<file path="src/rtl/ghr_ckpt_if.sv">
// rtl/ghr_ckpt_if.sv - predictor/resolution-unit bundle for ghr_ckpt
// master: predictor and resolution side; slave: the checkpointed history block.
interface ghr_ckpt_if #(
  parameter int HISTORY_WIDTH = 8,
  parameter int CKPT_DEPTH    = 4
);
  localparam int CW = $clog2(CKPT_DEPTH + 1);

  logic                     spec_en_i;
  logic                     pred_taken_i;
  logic                     spec_ready_o;
  logic                     resolve_en_i;
  logic                     resolve_taken_i;
  logic                     resolve_mispred_i;
  logic                     flush_i;
  logic [HISTORY_WIDTH-1:0] ghr_data_o;
  logic [HISTORY_WIDTH-1:0] ghr_arch_o;
  logic [CW-1:0]            count_o;
  logic                     empty_o;
  logic                     full_o;
  logic                     underflow_o;

  modport master (
    output spec_en_i, pred_taken_i, resolve_en_i, resolve_taken_i,
           resolve_mispred_i, flush_i,
    input  spec_ready_o, ghr_data_o, ghr_arch_o, count_o, empty_o, full_o,
           underflow_o
  );

  modport slave (
    input  spec_en_i, pred_taken_i, resolve_en_i, resolve_taken_i,
           resolve_mispred_i, flush_i,
    output spec_ready_o, ghr_data_o, ghr_arch_o, count_o, empty_o, full_o,
           underflow_o
  );
endinterface

</file>
<file path="src/rtl/ghr_ckpt.sv">
// rtl/ghr_ckpt.sv - speculative GHR with in-order checkpoint FIFO recovery
// Optional GHR_CKPT_BYPASS_EN: repaired/flushed history is presented combinationally.
module ghr_ckpt #(
  parameter int HISTORY_WIDTH = 8,
  parameter int CKPT_DEPTH    = 4
) (
  input  logic        clk_i,
  input  logic        rst_ni,
  ghr_ckpt_if.slave   bus
);
  localparam int W  = HISTORY_WIDTH;
  localparam int CW = $clog2(CKPT_DEPTH + 1);
  localparam int PW = $clog2(CKPT_DEPTH);

  logic [W-1:0]  ghr_q, ghr_d;
  logic [W-1:0]  arch_q, arch_d;
  logic [CW-1:0] count_q, count_d;
  logic [PW-1:0] wr_ptr_q, wr_ptr_d;
  logic [PW-1:0] rd_ptr_q, rd_ptr_d;
  logic          underflow_q, underflow_d;

  logic [W-1:0]  ckpt_mem [CKPT_DEPTH];

  logic          empty, full, pop, mispred, ready, push;
  logic [W-1:0]  ckpt, repaired;

  assign empty    = (count_q == '0);
  assign full     = (count_q == CW'(CKPT_DEPTH));
  assign pop      = bus.resolve_en_i & ~empty;
  assign mispred  = pop & bus.resolve_mispred_i;
  assign ready    = (~full | pop) & ~bus.flush_i
                  & ~(bus.resolve_en_i & bus.resolve_mispred_i);
  assign push     = bus.spec_en_i & ready;
  assign ckpt     = ckpt_mem[rd_ptr_q];
  assign repaired = {ckpt[W-2:0], bus.resolve_taken_i};

  always_comb begin
    ghr_d       = ghr_q;
    arch_d      = arch_q;
    count_d     = count_q;
    wr_ptr_d    = wr_ptr_q;
    rd_ptr_d    = rd_ptr_q;
    underflow_d = underflow_q | (bus.resolve_en_i & empty & ~bus.flush_i);
    if (bus.flush_i) begin
      ghr_d    = arch_q;
      count_d  = '0;
      wr_ptr_d = '0;
      rd_ptr_d = '0;
    end else if (mispred) begin
      // Everything younger than the mispredicted branch is wrong-path.
      ghr_d    = repaired;
      arch_d   = {arch_q[W-2:0], bus.resolve_taken_i};
      count_d  = '0;
      wr_ptr_d = '0;
      rd_ptr_d = '0;
    end else begin
      if (pop) begin
        arch_d   = {arch_q[W-2:0], bus.resolve_taken_i};
        rd_ptr_d = rd_ptr_q + PW'(1);
      end
      if (push) begin
        ghr_d    = {ghr_q[W-2:0], bus.pred_taken_i};
        wr_ptr_d = wr_ptr_q + PW'(1);
      end
      count_d = count_q + CW'(push) - CW'(pop);
    end
  end

  always_ff @(posedge clk_i or negedge rst_ni) begin
    if (!rst_ni) begin
      ghr_q       <= '0;
      arch_q      <= '0;
      count_q     <= '0;
      wr_ptr_q    <= '0;
      rd_ptr_q    <= '0;
      underflow_q <= 1'b0;
    end else begin
      ghr_q       <= ghr_d;
      arch_q      <= arch_d;
      count_q     <= count_d;
      wr_ptr_q    <= wr_ptr_d;
      rd_ptr_q    <= rd_ptr_d;
      underflow_q <= underflow_d;
    end
  end

  // Checkpoint storage needs no reset; entries are only read after being written.
  always_ff @(posedge clk_i) begin
    if (push) ckpt_mem[wr_ptr_q] <= ghr_q;
  end

`ifdef GHR_CKPT_BYPASS_EN
  assign bus.ghr_data_o = bus.flush_i ? arch_q : (mispred ? repaired : ghr_q);
`else
  assign bus.ghr_data_o = ghr_q;
`endif

  assign bus.spec_ready_o = ready;
  assign bus.ghr_arch_o   = arch_q;
  assign bus.count_o      = count_q;
  assign bus.empty_o      = empty;
  assign bus.full_o       = full;
  assign bus.underflow_o  = underflow_q;
endmodule

</file>
<file path="src/flat_wrapper.sv">
// flat-port wrapper written by rule: the top's interface ports become plain ports
module ghr_ckpt_flat 
#(
  parameter int HISTORY_WIDTH = 8,
  parameter int CKPT_DEPTH    = 4
)
  (clk_i, rst_ni, bus_spec_en_i, bus_pred_taken_i, bus_resolve_en_i, bus_resolve_taken_i, bus_resolve_mispred_i, bus_flush_i, bus_spec_ready_o, bus_ghr_data_o, bus_ghr_arch_o, bus_count_o, bus_empty_o, bus_full_o, bus_underflow_o);
  ghr_ckpt_if #(.HISTORY_WIDTH(HISTORY_WIDTH), .CKPT_DEPTH(CKPT_DEPTH)) bus_i ();
  input  logic clk_i;
  input  logic rst_ni;
  input wire logic [$bits(bus_i.spec_en_i)-1:0] bus_spec_en_i;
  input wire logic [$bits(bus_i.pred_taken_i)-1:0] bus_pred_taken_i;
  input wire logic [$bits(bus_i.resolve_en_i)-1:0] bus_resolve_en_i;
  input wire logic [$bits(bus_i.resolve_taken_i)-1:0] bus_resolve_taken_i;
  input wire logic [$bits(bus_i.resolve_mispred_i)-1:0] bus_resolve_mispred_i;
  input wire logic [$bits(bus_i.flush_i)-1:0] bus_flush_i;
  output wire logic [$bits(bus_i.spec_ready_o)-1:0] bus_spec_ready_o;
  output wire logic [$bits(bus_i.ghr_data_o)-1:0] bus_ghr_data_o;
  output wire logic [$bits(bus_i.ghr_arch_o)-1:0] bus_ghr_arch_o;
  output wire logic [$bits(bus_i.count_o)-1:0] bus_count_o;
  output wire logic [$bits(bus_i.empty_o)-1:0] bus_empty_o;
  output wire logic [$bits(bus_i.full_o)-1:0] bus_full_o;
  output wire logic [$bits(bus_i.underflow_o)-1:0] bus_underflow_o;
  assign bus_i.spec_en_i = bus_spec_en_i;
  assign bus_i.pred_taken_i = bus_pred_taken_i;
  assign bus_i.resolve_en_i = bus_resolve_en_i;
  assign bus_i.resolve_taken_i = bus_resolve_taken_i;
  assign bus_i.resolve_mispred_i = bus_resolve_mispred_i;
  assign bus_i.flush_i = bus_flush_i;
  assign bus_spec_ready_o = bus_i.spec_ready_o;
  assign bus_ghr_data_o = bus_i.ghr_data_o;
  assign bus_ghr_arch_o = bus_i.ghr_arch_o;
  assign bus_count_o = bus_i.count_o;
  assign bus_empty_o = bus_i.empty_o;
  assign bus_full_o = bus_i.full_o;
  assign bus_underflow_o = bus_i.underflow_o;
  ghr_ckpt #(.HISTORY_WIDTH(HISTORY_WIDTH), .CKPT_DEPTH(CKPT_DEPTH)) u_core (.clk_i(clk_i), .rst_ni(rst_ni), .bus(bus_i));
endmodule
</file>
<file path="config.mk">
export PLATFORM = sky130hd
export DESIGN_NAME = ghr_ckpt_flat
export DESIGN_NICKNAME = d
export VERILOG_FILES = /design/src/rtl/ghr_ckpt_if.sv /design/src/rtl/ghr_ckpt.sv /design/src/flat_wrapper.sv
export SDC_FILE = /design/constraint.sdc
export NUM_CORES = 1
export LEC_CHECK = 0
export CAP_MARGIN = 20
export CELL_PAD_IN_SITES_DETAIL_PLACEMENT = 2
export CELL_PAD_IN_SITES_GLOBAL_PLACEMENT = 2
export CORE_UTILIZATION = 42
export DETAILED_ROUTE_END_ITERATION = 10
export HOLD_SLACK_MARGIN = 0.08
export PLACE_DENSITY = 0.82
export REMOVE_ABC_BUFFERS = 1
export SETUP_SLACK_MARGIN = 0.05
export SLEW_MARGIN = 10
export SYNTH_ARGS = -nofsm -noshare
export SYNTH_HDL_FRONTEND = slang
export SYNTH_SLANG_ARGS = --single-unit
</file>
<file path="constraint.sdc">
create_clock -name clk_i -period 5.45 [get_ports clk_i]
set_clock_uncertainty 0.15 [all_clocks]
set_input_delay 0.8175 -clock clk_i [delete_from_list [all_inputs] [get_ports clk_i]]
set_output_delay 0.8175 -clock clk_i [all_outputs]
set_load 0.005 [all_outputs]
</file>
==> impl_metrics.json <==
{
  "period_minus_slack_ps": 3400,
  "syn_area_sq_mm": 0.00239,
  "fin_worst_hold_slack_ps": 331,
  "fillers": 523,
  "slew_headroom_pct": 62.2,
  "static-leakage-power_nw": 1.07,
  "clock_sinks": 52,
  "max_cap_check_violation_count": 0,
  "syn-mean-instance-area_sq_um": 15.6,
  "multi_input_area_sq_um": 858,
  "synth_xor_area_share_pct": 1.83,
  "worst_ep_arrival_time_ps": 2430,
  "root_buffer_selected_by_cts": "sky130_fd_sc_hd__clkbuf_8",
  "overall_die_area_sq_mm": 0.00600,
  "grt_setup_unrepaired": "false",
  "path_max_fanout": 6,
  "synth_enable_flop_cells": 28,
  "timing.critical_path.slowest_stage_cell": "sky130_fd_sc_hd__clkdlybuf4s50_1",
  "wirelength_um": 5420,
  "track_usage_pct": 20.6,
  "core-area_sq_mm": 0.00551,
  "antennaDiodeCount": 0,
  "clock_path_buffers": 2,
  "drive_gt1_share_pct": 21.3,
  "netlist_instances": 153,
  "crit_path_cell_trace": "clkdlybuf4s50_1 > nor4b_4 > nor3_1 > clkdlybuf4s50_1",
  "dominant_combinational_cell_family_by_area_after_synthesis": "multiplexers",
  "maximum_number_of_pins_on_one_net_before_global_route_repair": 25,
  "yosys.area.top_type": "sky130_fd_sc_hd__edfxtp_1",
  "yosys_most_used_dff": "sky130_fd_sc_hd__edfxtp_1",
  "dieHeight_um": 77.5,
  "powerDensity_mw_per_mm2": 490,
  "cts.htree.levels": 2,
  "seq_area_frac_synth_pct": 60.2,
  "area.growth.synth_to_final_pct": 18.9,
  "startpoint_type": "input pin",
  "number_of_cts_inserted_buffers": 5,
  "ys_warn_count": 0,
  "timing_max_transition_violations_final": 0,
  "post_synth_and_or_nand_nor_area_fraction_pct": 7.00,
  "num-nets-final": 197,
  "drtPass1Iterations": 4,
  "route.detailed.wl_per_inst_um": 21.3,
  "yosys-top-cells-area": "sky130_fd_sc_hd__edfxtp_1, sky130_fd_sc_hd__dfrtp_1, sky130_fd_sc_hd__mux4_2, sky130_fd_sc_hd__mux2_4, sky130_fd_sc_hd__mux2_2",
  "vdd_ir_max_v": 0.000215,
  "via_count_of_the_first_global_routing_pass": 1479,
  "vias_per_cell": 5.37,
  "crit_path_frequent_cell": "sky130_fd_sc_hd__clkdlybuf4s50_1",
  "worst_setup_hold_path_clk_slew_ps": 90,
  "placed_area_sq_mm": 0.00272,
  "gp_congestion": 0.765,
  "critical_path.max_stage_delay_ps": 580,
  "area_share_of_fa_ha_maj_cells_after_synthesis_pct": 3.97,
  "final_antenna_net_count": 0,
  "setup-tns-final_ps": 0,
  "ys_ff_latch": 52,
  "setup_viol": 0,
  "synth.most_common_cell": "sky130_fd_sc_hd__edfxtp_1",
  "register_area_sq_mm": 0.00144,
  "io_pins": 31,
  "drt_iter0_drc": 85,
  "worstSetupEndpointType": "primary output",
  "timing_hold_violations_final": 0,
  "count_of_buffers_from_port_buffering": 30,
  "synthTopCellsByCount": "sky130_fd_sc_hd__edfxtp_1, sky130_fd_sc_hd__dfrtp_1, sky130_fd_sc_hd__nand2_1",
  "status": "complete, no violations",
  "synth_top_cell_area_share_pct": 35.1,
  "final_min_period_over_clock_period_pct": 62.4,
  "post-cts-setup-buffers": 0,
  "totalPowerFinal_mw": 1.40,
  "worst_pin_slew_ps": 567,
  "achievable-frequency_mhz": 294,
  "synth-compound-area-share_pct": 7.00,
  "setup.worst_path.class": "in -> out",
  "worstPathBufferInverterCount": 2,
  "drt_drc_violations_left": 0,
  "grt_first_pass_wirelength_um": 9000,
  "design_area_sq_mm": 0.00285,
  "hpwlAfterDp_um": 3800,
  "synth.mux.area_fraction_pct": 16.0,
  "cts_hold_repair.buffers": 0,
  "cts_tree": "yes",
  "insertion_delay_ps": 310,
  "floorplan.initialDensity_pct": 43.5,
  "gate_family_responsible_for_the_most_delay_along_the_worst_path": "buffers and inverters",
  "die_width_um": 77.5,
  "vias": 1369,
  "required_ps": 4480,
  "async_reset_ff_share_pct": 46.2,
  "cts_resized": 0,
  "grt_overflow_total": 0,
  "initial_antenna_violation_count": 0,
  "min_path_type": "reg -> reg",
  "synth_cell_type_count": 30,
  "floorplan.rows": 27
}
==> sequential cells by signal, indices dropped and copies added (netlist names) <==
name / count
u_core.ckpt_mem: 28
u_core.bus.ghr_data_o: 8
u_core.bus.count_o: 3
u_core.rd_ptr_q: 2
u_core.wr_ptr_q: 2
u_core.bus.ghr_arch_o: 8
u_core.bus.underflow_o: 1
==> area by class of cell <==
type / count / area share (%)
Clock buffer: 5 / 2.42
Tap cell: 72 / 3.16
Timing Repair Buffer: 31 / 11.1
Multi-Input combinational cell: 85 / 30.2
Clock inverter: 3 / 1.63
Sequential cell: 52 / 50.6
Inverter: 7 / 0.923
==> worst reg2reg max path, delay by kind of cell, from the launching register on <==
kind | cells | cell delay [ps]
adders and majority gates | 3 | 820
buffers and inverters | 2 | 120
xor gates and xnor gates | 2 | 310
AOI/OAI and AO/OA | 1 | 450
and+or+nand+nor | 1 | 60
DFF | 1 | 550
==> path summary, 6_finish.rpt <==
check                                                       from                              endpoint  slack, ps  depth (start not counted)
min in group asynchronous                                 rst_ni  u_core.bus.ghr_data_o[6]$_DFFE_PN0P_        620                          1
worst min-delay path            u_core.bus.underflow_o$_DFF_PN0_      u_core.bus.underflow_o$_DFF_PN0_        330                          1
worst min register to register  u_core.bus.underflow_o$_DFF_PN0_      u_core.bus.underflow_o$_DFF_PN0_        330                          1
worst max register to register   u_core.bus.count_o[1]$_DFF_PN0_       u_core.bus.count_o[2]$_DFF_PN0_       2870                          9
worst max-delay path                            bus_resolve_en_i                      bus_spec_ready_o       2050                          4
max in group asynchronous                                 rst_ni        u_core.wr_ptr_q[0]$_DFFE_PN0P_       4080                          2
==> layer usage <==
layer / vias up / track usage, % / wire, um
met2: 23 / 34.2 / 2790
li1: 625 / - / -
met3: 4 / 3.65 / 152
met1: 717 / 27.7 / 2420
met4: 0 / 6.23 / 55
met5: - / 0 / 0
==> layout by cell type, fill, tap and decap left out, types with 2 or more instances in the layout <==
cell	n
sky130_fd_sc_hd__mux2i_1	2
sky130_fd_sc_hd__mux4_2	7
sky130_fd_sc_hd__clkdlybuf4s50_1	30
sky130_fd_sc_hd__nor3_1	2
sky130_fd_sc_hd__a21oi_1	7
sky130_fd_sc_hd__clkbuf_8	5
sky130_fd_sc_hd__and2_1	6
sky130_fd_sc_hd__ha_1	6
sky130_fd_sc_hd__edfxtp_1	28
sky130_fd_sc_hd__xor2_1	2
sky130_fd_sc_hd__nor2_1	6
sky130_fd_sc_hd__nand2_1	10
sky130_fd_sc_hd__xnor2_1	3
sky130_fd_sc_hd__dfrtp_1	24
sky130_fd_sc_hd__a2bb2oi_1	7
sky130_fd_sc_hd__inv_1	7
sky130_fd_sc_hd__mux2_4	7
sky130_fd_sc_hd__mux2_2	9
==> report_power, final <==
part | leakage (nW) | switching [mW] | total, mW | internal [mW]
clock | 0.0548 | 0.132 | 0.271 | 0.138
combinational | 0.460 | 0.168 | 0.465 | 0.296
sequential | 0.556 | 0.137 | 0.660 | 0.522
==> kinds of logic (layout without fill, tap and decap cells) <==
| logic type | Yosys count | in the layout |
|---|---|---|
| AOI/OAI and AO/OA | 20 | 20 |
| muxes | 25 | 25 |
| buffers and inverters | 16 | 46 |
| xor gates and xnor gates | 5 | 5 |
| adders and majority gates | 7 | 7 |
| DFF | 52 | 52 |
| and+or+nand+nor | 28 | 28 |
==> per-stage QoR <==
step	util, %	setup slack [ps]	std cells
final	51.7	2050	255
after global placement	49.3	2140	246
after floorplan	-	2960	144
after global routing	51.7	1940	255
after CTS	51.4	2040	254
after detailed placement	49.3	2060	246
No activity file was read; power rests on OpenSTA's default activity.
